**src/rtl/mc_pkg.sv**
```systemverilog
// Shared types and encodings for the multi-cycle MIPS controller: FSM states,
// instruction classes, opcode/funct constants and datapath select encodings.
package mc_pkg;

  typedef enum logic [3:0] {
    S_FETCH,
    S_DCD,
    S_EXE,
    S_MEM_RD,
    S_MEM_WR,
    S_WB_ALU,
    S_WB_MEM,
    S_BR,
    S_JMP
  } state_t;

  typedef enum logic [3:0] {
    CL_RTYPE,
    CL_IMM_ADD,
    CL_IMM_OR,
    CL_LUI,
    CL_LW,
    CL_SW,
    CL_BEQ,
    CL_J,
    CL_JAL,
    CL_JR,
    CL_ILLEGAL
  } iclass_t;

  localparam logic [5:0] OP_RTYPE = 6'h00;
  localparam logic [5:0] OP_J     = 6'h02;
  localparam logic [5:0] OP_JAL   = 6'h03;
  localparam logic [5:0] OP_BEQ   = 6'h04;
  localparam logic [5:0] OP_ADDI  = 6'h08;
  localparam logic [5:0] OP_ORI   = 6'h0D;
  localparam logic [5:0] OP_LUI   = 6'h0F;
  localparam logic [5:0] OP_LW    = 6'h23;
  localparam logic [5:0] OP_SW    = 6'h2B;

  localparam logic [5:0] FN_JR    = 6'h08;
  localparam logic [5:0] FN_ADDU  = 6'h21;
  localparam logic [5:0] FN_SUBU  = 6'h23;
  localparam logic [5:0] FN_SLT   = 6'h2A;

  localparam logic [1:0] PC_SEL_PC4 = 2'b00;
  localparam logic [1:0] PC_SEL_BR  = 2'b01;
  localparam logic [1:0] PC_SEL_JMP = 2'b10;
  localparam logic [1:0] PC_SEL_GPR = 2'b11;

  localparam logic [1:0] REGDST_RT  = 2'b00;
  localparam logic [1:0] REGDST_RD  = 2'b01;
  localparam logic [1:0] REGDST_RA  = 2'b10;

  localparam logic [1:0] M2R_ALU    = 2'b00;
  localparam logic [1:0] M2R_MDR    = 2'b01;
  localparam logic [1:0] M2R_PC     = 2'b10;

  localparam logic [1:0] ALU_ADD    = 2'b00;
  localparam logic [1:0] ALU_SUB    = 2'b01;
  localparam logic [1:0] ALU_OR     = 2'b10;
  localparam logic [1:0] ALU_SLT    = 2'b11;

  localparam logic [1:0] EXT_ZERO   = 2'b00;
  localparam logic [1:0] EXT_SIGN   = 2'b01;
  localparam logic [1:0] EXT_LUI    = 2'b10;

endpackage

```
**src/rtl/mc_decode.sv**
```systemverilog
// Combinational opcode/funct to instruction-class decode; zero latency, no flow control.
// Also yields the R-type ALU operation so the FSM never looks at raw IR bits.
module mc_decode
  import mc_pkg::*;
(
  input  logic [5:0] opcode,
  input  logic [5:0] funct,
  output iclass_t    iclass,
  output logic [1:0] r_aluctr
);

  always_comb begin
    iclass   = CL_ILLEGAL;
    r_aluctr = ALU_ADD;
    case (opcode)
      OP_RTYPE: begin
        case (funct)
          FN_ADDU: iclass = CL_RTYPE;
          FN_SUBU: begin
            iclass   = CL_RTYPE;
            r_aluctr = ALU_SUB;
          end
          FN_SLT: begin
            iclass   = CL_RTYPE;
            r_aluctr = ALU_SLT;
          end
          FN_JR:   iclass = CL_JR;
          default: iclass = CL_ILLEGAL;
        endcase
      end
      OP_ADDI: iclass = CL_IMM_ADD;
      OP_ORI:  iclass = CL_IMM_OR;
      OP_LUI:  iclass = CL_LUI;
      OP_LW:   iclass = CL_LW;
      OP_SW:   iclass = CL_SW;
      OP_BEQ:  iclass = CL_BEQ;
      OP_J:    iclass = CL_J;
      OP_JAL:  iclass = CL_JAL;
      default: iclass = CL_ILLEGAL;
    endcase
  end

endmodule

```
**src/rtl/mc_controller.sv**
```systemverilog
// Multi-cycle MIPS control FSM; 3-5 cycles per instruction, +1 per mem_rdy-low wait.
// Memory requests hold until mem_rdy; perf counters built only with MC_PERF_CNT_EN.
module mc_controller
  import mc_pkg::*;
#(
  parameter int PERF_W = 32
)
(
  input  logic              clk,
  input  logic              rst,
  input  logic [5:0]        opcode,
  input  logic [5:0]        funct,
  input  logic              zero,
  input  logic              ov,
  input  logic              mem_rdy,
  output logic              mem_req,
  output logic              IorD,
  output logic              MemWrite,
  output logic              IRWr,
  output logic              PCWr,
  output logic [1:0]        pc_sel,
  output logic              RegWrite,
  output logic [1:0]        RegDst,
  output logic [1:0]        MemtoReg,
  output logic              ALUSrc,
  output logic [1:0]        ALUctr,
  output logic [1:0]        ExtOp,
  output logic              illegal,
  output logic [PERF_W-1:0] cycle_cnt,
  output logic [PERF_W-1:0] instr_cnt
);

  state_t     state;
  iclass_t    iclass;
  logic [1:0] r_aluctr;

  mc_decode u_decode (
    .opcode   (opcode),
    .funct    (funct),
    .iclass   (iclass),
    .r_aluctr (r_aluctr)
  );

  always_ff @(posedge clk or negedge rst) begin
    if (!rst) begin
      state <= S_FETCH;
    end else begin
      case (state)
        S_FETCH: if (mem_rdy) state <= S_DCD;
        S_DCD: begin
          case (iclass)
            CL_BEQ:               state <= S_BR;
            CL_J, CL_JAL, CL_JR:  state <= S_JMP;
            CL_ILLEGAL:           state <= S_FETCH;
            default:              state <= S_EXE;
          endcase
        end
        S_EXE: begin
          case (iclass)
            CL_LW:   state <= S_MEM_RD;
            CL_SW:   state <= S_MEM_WR;
            default: state <= S_WB_ALU;
          endcase
        end
        S_MEM_RD: if (mem_rdy) state <= S_WB_MEM;
        S_MEM_WR: if (mem_rdy) state <= S_FETCH;
        default:  state <= S_FETCH;
      endcase
    end
  end

  // Decoded straight from the state register; gating on rst keeps every
  // enable, and mem_req in particular, low the instant reset asserts.
  always_comb begin
    mem_req  = 1'b0;
    IorD     = 1'b0;
    MemWrite = 1'b0;
    IRWr     = 1'b0;
    PCWr     = 1'b0;
    pc_sel   = PC_SEL_PC4;
    RegWrite = 1'b0;
    RegDst   = REGDST_RT;
    MemtoReg = M2R_ALU;
    ALUSrc   = 1'b0;
    ALUctr   = ALU_ADD;
    ExtOp    = EXT_ZERO;
    illegal  = 1'b0;
    if (rst) begin
      case (state)
        S_FETCH: begin
          mem_req = 1'b1;
          if (mem_rdy) begin
            IRWr = 1'b1;
            PCWr = 1'b1;
          end
        end
        S_DCD: illegal = (iclass == CL_ILLEGAL);
        S_EXE: begin
          case (iclass)
            CL_RTYPE: ALUctr = r_aluctr;
            CL_IMM_ADD, CL_LW, CL_SW: begin
              ALUSrc = 1'b1;
              ExtOp  = EXT_SIGN;
            end
            CL_IMM_OR: begin
              ALUSrc = 1'b1;
              ALUctr = ALU_OR;
            end
            CL_LUI: begin
              ALUSrc = 1'b1;
              ALUctr = ALU_OR;
              ExtOp  = EXT_LUI;
            end
            default: ;
          endcase
        end
        S_MEM_RD: begin
          mem_req = 1'b1;
          IorD    = 1'b1;
        end
        S_MEM_WR: begin
          mem_req  = 1'b1;
          IorD     = 1'b1;
          MemWrite = 1'b1;
        end
        S_WB_ALU: begin
          RegWrite = !((iclass == CL_IMM_ADD) && ov);
          RegDst   = (iclass == CL_RTYPE) ? REGDST_RD : REGDST_RT;
        end
        S_WB_MEM: begin
          RegWrite = 1'b1;
          MemtoReg = M2R_MDR;
        end
        S_BR: begin
          ALUctr = ALU_SUB;
          PCWr   = zero;
          pc_sel = PC_SEL_BR;
        end
        S_JMP: begin
          PCWr = 1'b1;
          if (iclass == CL_JR) begin
            pc_sel = PC_SEL_GPR;
          end else begin
            pc_sel = PC_SEL_JMP;
          end
          if (iclass == CL_JAL) begin
            RegWrite = 1'b1;
            RegDst   = REGDST_RA;
            MemtoReg = M2R_PC;
          end
        end
        default: ;
      endcase
    end
  end

`ifdef MC_PERF_CNT_EN
  logic              retire;
  logic [PERF_W-1:0] cycle_q;
  logic [PERF_W-1:0] instr_q;

  // A suppressed addi still leaves through WB_ALU, so it counts as retired.
  assign retire = (state == S_WB_ALU) || (state == S_WB_MEM) ||
                  (state == S_BR)     || (state == S_JMP)    ||
                  ((state == S_MEM_WR) && mem_rdy);

  always_ff @(posedge clk or negedge rst) begin
    if (!rst) begin
      cycle_q <= '0;
      instr_q <= '0;
    end else begin
      cycle_q <= cycle_q + PERF_W'(1);
      if (retire) instr_q <= instr_q + PERF_W'(1);
    end
  end

  assign cycle_cnt = cycle_q;
  assign instr_cnt = instr_q;
`else
  assign cycle_cnt = '0;
  assign instr_cnt = '0;
`endif

endmodule
```
**config.mk**
```make
export PLATFORM = sky130hd
export DESIGN_NAME = mc_controller
export DESIGN_NICKNAME = d
export VERILOG_FILES = /design/src/rtl/mc_pkg.sv /design/src/rtl/mc_decode.sv /design/src/rtl/mc_controller.sv
export SDC_FILE = /design/constraint.sdc
export NUM_CORES = 1
export LEC_CHECK = 0
export ABC_AREA = 1
export CORE_MARGIN = 4
export CORE_UTILIZATION = 31
export DETAILED_ROUTE_END_ITERATION = 7
export GPL_TIMING_DRIVEN = 0
export PLACE_DENSITY = 0.84
export SYNTH_ARGS = -nofsm -noshare
export SYNTH_HDL_FRONTEND = slang
export SYNTH_SLANG_ARGS = --single-unit
```
**constraint.sdc**
```tcl
create_clock -name clk -period 1.8 [get_ports clk]
set_input_delay 0.45 -clock clk [delete_from_list [all_inputs] [get_ports clk]]
set_output_delay 0.45 -clock clk [all_outputs]
set_load 0.05 [all_outputs]
```
==> results of run 1 <==
[cells in the final DEF, fill, tap and decap left out, types with 3 or more instances in the layout]
cell type    n
nor3_4       4
clkbuf_8     3
nand2_2     12
buf_6       24
o21ai_0      4
nand3_2      7
dfrtp_1      3
nand3_4      8
buf_8       11
buf_4      104
nor2_2       7
clkbuf_2     6
nand3_1      7
nand2_4      8
inv_1       11
nor2_4      20
inv_4        6
nand2_1     15
inv_2       16
conb_1      64
nor2_1       9
[cells by family after synthesis]
family	Yosys count	synth area share
buf+inv	99	0.4744
other cells	1	0.002890
simple gates	101	0.3713
compound gates	14	0.07426
flops	4	0.07715
[stage by stage]
step	util	setup WS, ns	cells	setup TNS (ns)
floorplan	-	-0.5148	282	-2.747
global placement	0.5093	-1.508	366	-24.26
detailed placement	0.5093	-1.556	366	-24.84
CTS	0.6087	-0.4810	394	-3.915
global route	0.7329	-0.5989	421	-6.366
finish	0.7329	-0.5384	421	-5.497
[repair_timing]
action	in CTS	in global routing
pin swaps	29	36
endpoints found under the hold margin	0	0
setup endpoints to repair	19	19
setup buffers	25	29
gates cloned	0	0
resized for setup	221	89
[critical path: cells and delay by family]
family | cells | cell delay, ns
AND/OR/NAND/NOR | 9 | 0.95
buffers and inverters | 4 | 0.47
[routing by layer]
| metal | track usage | vias up | routed length (um) |
|---|---|---|---|
| li1 | - | 861 | - |
| met1 | 0.1817 | 805 | 2252 |
| met2 | 0.2916 | 105 | 3089 |
| met3 | 0.03581 | 24 | 535 |
| met4 | 0.06557 | 0 | 255 |
| met5 | 0 | - | 0 |
[worst min path at each step]
stage / start / end / slack (ns) / depth (start not counted)
3_3_place_gp: state[2] / state[2] / 0.60 / 2
6_report: rst / state[0] / 0.03 / 1
3_5_place_dp: state[2] / state[2] / 0.61 / 2
5_1_grt: rst / state[1] / 0.02 / 1
4_1_cts: rst / state[0] / 0.02 / 1
2_1_floorplan: rst / state[0] / 0.15 / 0
[cell type report]
type	instances	area, um^2
Inverter	34	146.4
Clock buffer	3	41.29
Buffer	65	491.7
Multi-Input combinational cell	179	1296
Timing Repair Buffer	86	813.3
Tap cell	50	62.56
Sequential cell	4	101.3
Fill cell	271	1076
[power by group through the flow]
stage                     combinational (mW)  sequential [mW]  clock [mW]
after floorplan                        0.852            0.136           0
after detailed placement                1.02            0.142           0
after CTS                               1.23            0.144       0.193
final                                   1.70            0.150       0.191
after global routing                    1.77            0.152       0.206
after global placement                  1.02            0.141           0
==> flow_metrics.py, run 1 <==
metrics = {
    "run_status": {
        "status": "complete, but fails checks",
        "violations": "negative setup slack",
    },
    "detailed_routing": {
        "via_count": 1795,
        "routedWlPerCell_um": 14.57,
        "wirelength_um": 6132,
        "antenna_left": 0,
        "drt_iter0_drc": 122,
        "viasPerCell": 4.264,
        "first_pass_iters": 4,
        "drc": 0,
    },
    "synthesis": {
        "synthTopCellsByArea": "buf_4 38%, nand2_1 9.3%, inv_1 8.4%, nor2_1 8.4%, dfrtp_1 7.7%",
        "synth_top_area_frac": 0.3761,
        "ys_types": 25,
        "yosys_register_bits": 4,
        "async_flop_share": 1.000,
        "synth_cells": 219,
        "synth_edf_count": 0,
        "syn_avg_cell_area_um2": 5.925,
        "syn_area_um2": 1297,
        "yosys_most_used_dff": "dfrtp_1",
        "yosysTopAreaCell": "buf_4",
        "yosysWarningCount": 0,
        "synth_most_common_cell": "buf_4",
        "synth_commonest_cells": "65 x buf_4, 32 x nand2_1, 29 x inv_1, 29 x nor2_1, 18 x nand3_1",
        "synth_seq_area_share": 0.07715,
    },
    "floorplan": {
        "dieArea_um2": 5285,
        "core_um2": 4029,
        "start_util": 0.3220,
        "fp-row-count": 23,
        "die_h_um": 72.70,
        "num_io_pins": 99,
        "die_w_um": 72.70,
    },
    "final_layout": {
        "top_register": "state",
        "drive_gt1_frac": 0.6739,
        "antennaDiodeCount": 0,
        "largest_reg_flops": 4,
        "reg_top3": "state x4",
        "syn2layout_area_growth_pct": 127.6,
        "fin_nets": 390,
        "fin_area_um2": 2953,
    },
    "setup_path": {
        "cp_cell_sequence": "buf_2, nor2_4, nand3_2, nand2_4, nor2_4, nand2_4, buf_6, nand3_4, inv_4, nand2_1, nand2_2, nor2_4, buf_8",
        "crit_required_ns": 1.35,
        "r2r_cells": 10,
        "crit_path_max_incr_delay_ns": 0.22,
        "rr_startpoint": "state[0]",
        "r2r_end": "state[0]",
        "slowest_stage": "nor2_4",
        "crit_arrival_ns": 1.89,
        "crit_top_cell": "nor2_4",
        "critical_path_class": "primary input to primary output",
        "r2r_slack_ns": 0.23,
        "crit_end": "ALUctr[1]",
        "crit_start": "opcode[2]",
        "crit_path_end_kind": "primary output",
        "cp_max_fo": 4,
        "startpoint_type": "primary input",
    },
    "clocking": {
        "cts_root_buf": "clkbuf_8",
        "cts_tree": "done",
        "clkTransAtPathRegs_ns": 0.03,
        "htree_levels": 1,
        "clkLatencyLatePin_ns": 0.22,
        "cts.sinks": 4,
        "clk_path_buf_depth": 2,
        "ctsHoldBuffers": 0,
        "cts_buffers": 3,
    },
    "placed_design": {
        "dpl.hpwl_um": 2862,
        "numPortBuffers": 34,
        "gp_congestion": 0.8135,
        "place_area_um2": 2052,
    },
    "sta": {
        "min_period_over_period": 1.299,
        "hold-worst-slack_ns": 0.02703,
        "final-hold-violation-count": 0,
        "max_freq_ghz": 0.4276,
        "drv_slew": 0,
        "setup_viol": 18,
        "timing.final.ws_setup_ns": -0.5384,
        "rsz0062_at_grt": "yes",
        "fin_skew_ns": 0.002764,
        "final.min_clock_period_ns": 2.338,
    },
    "power_and_ir_drop": {
        "power_mw": 2.037,
        "p_leak_nw": 1.579,
        "internal_power_mw": 0.8988,
        "power.share.clock": 0.094,
        "pwr_density_cell_nw_per_um2": 689.8,
        "seqPwrFrac": 0.074,
        "peakVddDrop_mv": 0.4346,
        "swShare": 0.5587,
        "p_sw_mw": 1.138,
        "pwr-share-comb": 0.833,
    },
    "min_path": {
        "hp-class": "primary input to async pin",
    },
    "run": {
        "drv_cap": 0,
    },
    "global_routing": {
        "track_usage": 0.1615,
        "overflow": 0,
        "first_global_vias": 1558,
        "grt_max_degree": 9,
        "antenna_found_initial": 0,
        "grt_pass1_wl_um": 6927,
    },
}
No activity file was read; power rests on OpenSTA's default activity.
==> inputs of run 2 (changes only) <==
HOLD_SLACK_MARGIN = 0.06   (was unset)
==> flow_metrics.py, run 2 (synthesis gave the netlist of run 1 again) <==
metrics = {
    "clocking": {
        "clk_path_buf_depth": 2,
        "clkLatencyLatePin_ns": 0.21,
        "htree_levels": 1,
        "clkTransAtPathRegs_ns": 0.03,
        "cts_buffers": 3,
        "cts.sinks": 4,
        "cts_tree": "done",
        "cts_root_buf": "clkbuf_8",
    },
    "global_routing": {
        "overflow": 0,
        "grt_pass1_wl_um": 6789,
        "grt_max_degree": 7,
        "met1_usage": 0.1800,
        "antenna_found_initial": 0,
        "grtUsageMet3": 0.03857,
        "use_met2": 0.2635,
        "grt.busiest_layer": "met2",
        "first_global_vias": 1568,
        "track_usage": 0.1575,
    },
    "setup_path": {
        "crit_arrival_ns": 1.91,
        "critical_path_class": "primary input to primary output",
        "rr_startpoint": "state[1]",
        "slowest_stage": "nor2_4",
        "cp_max_fo": 6,
        "critPathTopFamily": "simple AND/OR/NAND/NOR gates",
        "r2r_cells": 9,
        "r2r_end": "state[2]",
        "worst-path-buf-inv": 4,
        "crit_required_ns": 1.35,
        "cp_cell_sequence": "buf_8, nor2_4, nand2_2, nor2_4, buf_4, nand3_2, nand2_1, inv_2, nand2_4, nand3_4, nor2_4, buf_8",
        "startpoint_type": "primary input",
        "r2r_slack_ns": 0.25,
        "crit_path_end_kind": "primary output",
        "crit_top_cell": "nor2_4",
        "crit_path_max_incr_delay_ns": 0.21,
    },
    "final_layout": {
        "reg_top3": "state x4",
        "syn2layout_area_growth_pct": 125.4,
        "layout_common_cells": "101 x buf_4, 64 x conb_1, 25 x buf_6, 20 x nor2_4, 17 x inv_2",
        "final_common_cell": "buf_4",
        "fin_cells": 418,
        "drive_gt1_frac": 0.6685,
        "regArea_um2": 101.3,
        "top_register": "state",
        "largest_reg_flops": 4,
        "nFillCells": 266,
        "antennaDiodeCount": 0,
        "fin_area_um2": 2924,
        "fin_nets": 387,
        "multiInputGateArea_um2": 1301,
    },
    "power_and_ir_drop": {
        "p_leak_nw": 1.576,
        "peakVddDrop_mv": 0.4913,
        "pwr_density_cell_nw_per_um2": 682.0,
    },
    "detailed_routing": {
        "antenna_left": 0,
        "viasPerCell": 4.404,
        "via_count": 1841,
        "drc": 0,
        "first_pass_iters": 5,
        "drt_iter0_drc": 160,
        "routedWlPerCell_um": 14.50,
        "wirelength_um": 6062,
    },
    "sta": {
        "max_freq_ghz": 0.4233,
        "rsz0062_at_grt": "yes",
        "final.min_clock_period_ns": 2.362,
        "setup_viol": 17,
        "fin_skew_ns": 0.003552,
        "timing.final.ws_setup_ns": -0.5621,
        "min_period_over_period": 1.312,
        "drv_slew": 0,
        "final-hold-violation-count": 0,
        "fin_setup_tns_ns": -5.473,
    },
    "floorplan": {
        "core_um2": 4029,
        "die_w_um": 72.70,
        "fp-row-count": 23,
        "die_h_um": 72.70,
        "start_util": 0.3220,
        "num_io_pins": 99,
        "dieArea_um2": 5285,
    },
    "placed_design": {
        "numPortBuffers": 34,
        "dpl.hpwl_um": 2862,
        "gp_congestion": 0.8135,
        "place_area_um2": 2052,
        "dp.cells": 366,
    },
    "run_status": {
        "violations": "negative setup slack",
        "status": "complete, but fails checks",
    },
    "min_path": {
        "holdCritStartpoint": "mem_rdy",
        "holdPathStages": 2,
        "whs_endpoint": "state[0]",
        "hp-class": "primary input to flip-flop",
    },
    "run": {
        "drv_cap": 0,
    },
}
==> run 2: changes by cell type in the layout (fill, tap and decap cells not counted), sizes merged <==
cell and change:
dlygate4sd3 +1, buf -4
==> run 2: layer usage <==
layer	vias up	part of all wire
met1	826	0.34
li1	851	-
met5	-	0
met3	40	0.088
met4	0	0.063
met2	124	0.50
==> run 2: metrics by stage <==
step	util	hold slack, ns	total power [mW]	setup WS, ns
after CTS	0.6112	0.5995	1.570	-0.4810
after global placement	0.5093	0.6028	1.158	-1.508
after floorplan	-	0.1544	0.9880	-0.5148
after global routing	0.7258	0.6281	2.073	-0.6426
after detailed placement	0.5093	0.6136	1.165	-1.556
final	0.7258	0.6300	1.994	-0.5621
==> run 2: how the worst max path moves through the flow <==
stage / to / slack [ns] / from / depth (start not counted)
after floorplan: RegDst[1] / -0.51 / opcode[5] / 9
after global placement: RegDst[1] / -1.51 / opcode[5] / 11
after detailed placement: RegDst[1] / -1.56 / opcode[5] / 11
after CTS: ALUSrc / -0.48 / opcode[4] / 12
after global routing: ALUctr[1] / -0.64 / opcode[0] / 13
final: illegal / -0.56 / opcode[5] / 12
==> run 2: timing repair <==
action | CTS | global route
pin swaps | 29 | 38
setup endpoints to repair | 19 | 19
buffers inserted | 25 | 25
gates resized for setup | 221 | 86
hold endpoints to repair | 4 | 0
hold buffers | 1 | 0
==> run 2: power breakdown <==
group          switching [mW]  internal, mW  total, mW
registers              0.0377         0.119      0.157
logic                    1.05         0.605       1.65
clock network          0.0441         0.142      0.186
total                    1.13         0.866       1.99
==> run 2: area by class of cell <==
class | count | share of cell area
buffer | 65 | 0.1682
clock buffer | 3 | 0.01412
inverter | 34 | 0.04921
multi-input combinational | 179 | 0.4450
sequential | 4 | 0.03466
tap | 50 | 0.02139
timing repair buffer | 83 | 0.2674
==> inputs of run 3 (changes only) <==
CTS_BUF_LIST = sky130_fd_sc_hd__clkbuf_4 sky130_fd_sc_hd__clkbuf_8 sky130_fd_sc_hd__clkbuf_16   (was unset)
CTS_CLUSTER_DIAMETER = 40   (was unset)
==> results of run 3 <==
The final DEF is identical to that of run 2; final timing and power are the same.
